File: src/rtl/regfile_wb_arbiter.sv
// Arbitrates ALU (A) and load (B) writebacks onto one register-file write port, with forwarding.
// Optional macro WB_ROUND_ROBIN_EN: alternate conflict priority; undefined gives fixed A-over-B.
module regfile_wb_arbiter #(
    parameter int unsigned DW   = 16,
    parameter int unsigned AW   = 3,
    parameter int unsigned NREG = 8
) (
    input  logic            CLK,
    input  logic            CLR,
    input  logic            a_req,
    input  logic [AW-1:0]   a_addr,
    input  logic [DW-1:0]   a_data,
    input  logic            b_req,
    input  logic [AW-1:0]   b_addr,
    input  logic [DW-1:0]   b_data,
    output logic            a_gnt,
    output logic            b_gnt,
    output logic [NREG-1:0] reg_en,
    output logic [DW-1:0]   reg_wdata,
    input  logic [AW-1:0]   rd_addr,
    output logic            fwd_vld,
    output logic [DW-1:0]   fwd_data
);

    // One-entry write stage and arbitration history
    logic          wr_vld;
    logic [AW-1:0] wr_addr;
    logic [DW-1:0] wr_data;
    logic          last_b;
    logic          prefer_a;

`ifdef WB_ROUND_ROBIN_EN
    assign prefer_a = last_b;
`else
    // History is still tracked so both builds share identical state behaviour.
    logic unused_last_b;
    assign prefer_a      = 1'b1;
    assign unused_last_b = last_b;
`endif

    always_comb begin
        a_gnt = 1'b0;
        b_gnt = 1'b0;
        if (!CLR) begin
            unique case ({a_req, b_req})
                2'b10:   a_gnt = 1'b1;
                2'b01:   b_gnt = 1'b1;
                2'b11: begin
                    a_gnt = prefer_a;
                    b_gnt = !prefer_a;
                end
                default: begin
                    a_gnt = 1'b0;
                    b_gnt = 1'b0;
                end
            endcase
        end
    end

    always_ff @(posedge CLK) begin
        if (CLR) begin
            wr_vld  <= 1'b0;
            wr_addr <= '0;
            wr_data <= '0;
            last_b  <= 1'b1;
        end else begin
            wr_vld <= a_gnt | b_gnt;
            if (a_gnt) begin
                wr_addr <= a_addr;
                wr_data <= a_data;
            end else if (b_gnt) begin
                wr_addr <= b_addr;
                wr_data <= b_data;
            end
            if (a_gnt || b_gnt) begin
                last_b <= b_gnt;
            end
        end
    end

    // Outputs come straight from the registered stage so the reg16 enables never glitch.
    always_comb begin
        reg_en = '0;
        if (wr_vld) begin
            reg_en[wr_addr] = 1'b1;
        end
    end

    assign reg_wdata = wr_vld ? wr_data : '0;
    assign fwd_vld   = wr_vld && (wr_addr == rd_addr);
    assign fwd_data  = fwd_vld ? wr_data : '0;

    assert property (@(posedge CLK) !(a_gnt && b_gnt));
    assert property (@(posedge CLK) $onehot0(reg_en));
    assert property (@(posedge CLK) CLR |-> !(a_gnt || b_gnt));

endmodule
File: config.mk
export PLATFORM = sky130hd
export DESIGN_NAME = regfile_wb_arbiter
export DESIGN_NICKNAME = d
export VERILOG_FILES = /design/src/rtl/regfile_wb_arbiter.sv
export SDC_FILE = /design/constraint.sdc
export NUM_CORES = 1
export LEC_CHECK = 0
export BUFFER_PORTS_ARGS = -buffer_cell sky130_fd_sc_hd__buf_4
export CAP_MARGIN = 40
export CORE_UTILIZATION = 30
export CTS_CLUSTER_SIZE = 30
export DETAILED_ROUTE_END_ITERATION = 10
export GPL_ROUTABILITY_DRIVEN = 0
export SLEW_MARGIN = 20
export SYNTH_ARGS = -nofsm -noshare
export SYNTH_HDL_FRONTEND = slang
export SYNTH_SLANG_ARGS = --single-unit
File: constraint.sdc
create_clock -name CLK -period 1.35 [get_ports CLK]
set_input_delay 0.27 -clock CLK [delete_from_list [all_inputs] [get_ports CLK]]
set_output_delay 0.27 -clock CLK [all_outputs]
set_load 0.005 [all_outputs]
==> metrics.cfg <==
[synthesis]
yosysTopAreaCell = dfxtp_1
yosys_warnings = 0
post_synth_inst_count = 144
seq_area_frac_synth_pct = 29.1
ys_types = 20
synth_nets = 189
synth_area_sq_um = 1380
ys_ff_latch = 20
synthTopCellsByArea = dfxtp_1 29%, mux2i_1 14%, nor4b_2 11%
synth_top_area_share_pct = 29.1
syn_avg_cell_area_sq_um = 9.55

[detailed_routing]
drc = 0
drtPass1Iterations = 4
drt-wirelength-per-cell_microns = 16.8
antenna_left = 0
vias_per_cell = 5.02
dr_total_vias = 1485
drtIter0Drc = 36
wirelength_mm = 4.97

[sta]
setup_ws_ns = -0.363
worst_pin_slew_ns = 0.361
finalHoldViolations = 0
skew_ns = 0
fin_crit_sh_pct = 127
setup_violations = 24
slew_viol_final = 0
maxSlewHeadroom_pct = 75.9
fmax_ghz = 0.584
fin_crit_ns = 1.71
rsz0062_at_grt = yes

[power]
total_power_mw = 1.95
peakVddDrop_v = 0.000486
leakage_nw = 1.20
cellPowerDensity_nw_per_um2 = 705

[hold_path]
min_path_type = in2reg

[floorplan]
die_w_microns = 69.7
die_h_microns = 69.7
rows = 24
start_util_pct = 31.4
core_area_sq_um = 4380
die_area_sq_um = 4860
io_pins = 88

[final_layout]
fin_nets = 290
utilization_pct = 63.0
finalNonFillerCells = 296
layout-drive-gt1-share_pct = 68.0
n_antenna_cell = 0
area_growth_pct = 101

[clock_network]
cts_buffers = 3
cts_max_path_buffers = 2
htreeDepth = 1
cts_tree = done
cts-root-buf = clkbuf_8
postCtsHoldBufs = 0
cts_sinks = 20
clock_latency_ns = 0.25
clk_pin_slew_worst_paths_ns = 0.08

[critical_path]
startpoint_type = register
cp_max_fo = 6
required_ns = 1.08
cp.arrival_ns = 1.44
endpoint_kind = primary output
criticalPathCategory = reg2out

[grt]
grt_max_degree = 23
antenna_found_initial = 0
overflow = 0
grt_pass1_wl_mm = 7.13
grt.total_usage_pct = 18.3
grt_pass1_vias = 1466

[job]
cap_violations = 0

[outcome]
status = finished, violations left
violations = negative setup slack

[place]
dp_cells = 286
portBuffers = 87
place_hpwl_mm = 3.07

## cells by family (layout without fill, tap and decap cells)
group | Yosys count | in the layout | synth area share (%)
buf+inv | 14 | 114 | 6.19
flops | 20 | 20 | 29.1
mux | 19 | 19 | 13.8
compound gates | 19 | 19 | 10.4
simple gates | 69 | 69 | 36.9
xor+xnor | 3 | 3 | 3.55
## sequential cells by signal, indices dropped and copies added, names as in the netlist
name,flops
wr_vld,1
wr_addr,3
wr_data,16
## routing by layer
| metal | vias up | wire, microns | GRT usage (%) |
|---|---|---|---|
| met5 | - | 0 | 0 |
| met4 | 0 | 65 | 2.89 |
| met3 | 6 | 217 | 4.07 |
| met2 | 49 | 2620 | 32.8 |
| met1 | 714 | 2060 | 22.8 |
| li1 | 716 | - | - |
## synthesized netlist by cell type
library cell	number
nor2_1	9
nor3b_1	1
and2_1	16
buf_8	1
dfxtp_1	20
clkbuf_1	5
xor2_2	3
nand2_1	2
nor2b_1	19
buf_2	2
inv_1	1
buf_4	3
buf_6	1
mux2i_1	19
nand2b_1	3
a211oi_1	19
nor4b_1	7
nor3_1	2
buf_1	1
nor4b_2	10
## worst max-delay path, stage by stage, from the launching register on
cell,delay [ns]
dfxtp_4,0.37
xor2_4,0.19
clkbuf_16,0.20
nor4b_4,0.26
buf_4,0.16
## metrics by stage
step	hold WS, ns	area [sq um]	setup WS (ns)	TNS, ns
floorplan	0.343	1380	0.0386	0
global placement	0.535	2180	-0.117	-1.46
detailed placement	0.537	2180	-0.126	-1.35
CTS	0.307	2440	-0.341	-5.70
global route	0.313	2760	-0.406	-7.04
finish	0.309	2760	-0.363	-5.77
## final timing paths
kind	start	end	slack (ns)	cells after the start
min reg2reg	wr_data[0]	wr_data[0]	0.56	2
max reg2reg	wr_addr[1]	wr_addr[1]	0.34	4
max	wr_addr[0]	fwd_data[5]	-0.36	4
min	a_addr[2]	wr_addr[2]	0.31	3
## what timing repair did
| item | 4_1_cts | 5_1_grt |
|---|---|---|
| gates cloned | 1 | 3 |
| endpoints found under the hold margin | 0 | 0 |
| buffers inserted | 0 | 3 |
| resized for setup | 32 | 59 |
| setup endpoints to repair | 37 | 35 |
| pin swaps | 3 | 26 |
## cell usage in the layout, fill, tap and decap left out, drive strengths merged
master	netlist	final
a211oi	19	19
and2	16	16
buf	8	106
nand2b	3	3
nor3b	1	1
dfxtp	20	20
xor2	3	3
nor4b	17	17
inv	1	1
nor2b	19	19
nand2	2	2
nor3	2	2
mux2i	19	19
nor2	9	9
clkbuf	5	7
## power breakdown
part | switching [mW] | internal, mW | leakage (nW)
registers | 0.0368 | 0.634 | 0.169
logic | 0.379 | 0.444 | 0.999
clock network | 0.195 | 0.259 | 0.0288
total | 0.610 | 1.34 | 1.20
## final cells by class
cell class	count	area, sq um
clock buffers	4	55.1
inverters	1	3.75
multi-input cells	110	1240
fillers	363	1620
flip-flops and latches	20	415
well taps	52	65.1
repair buffers	109	977
Power figures use the tool's default switching activity.
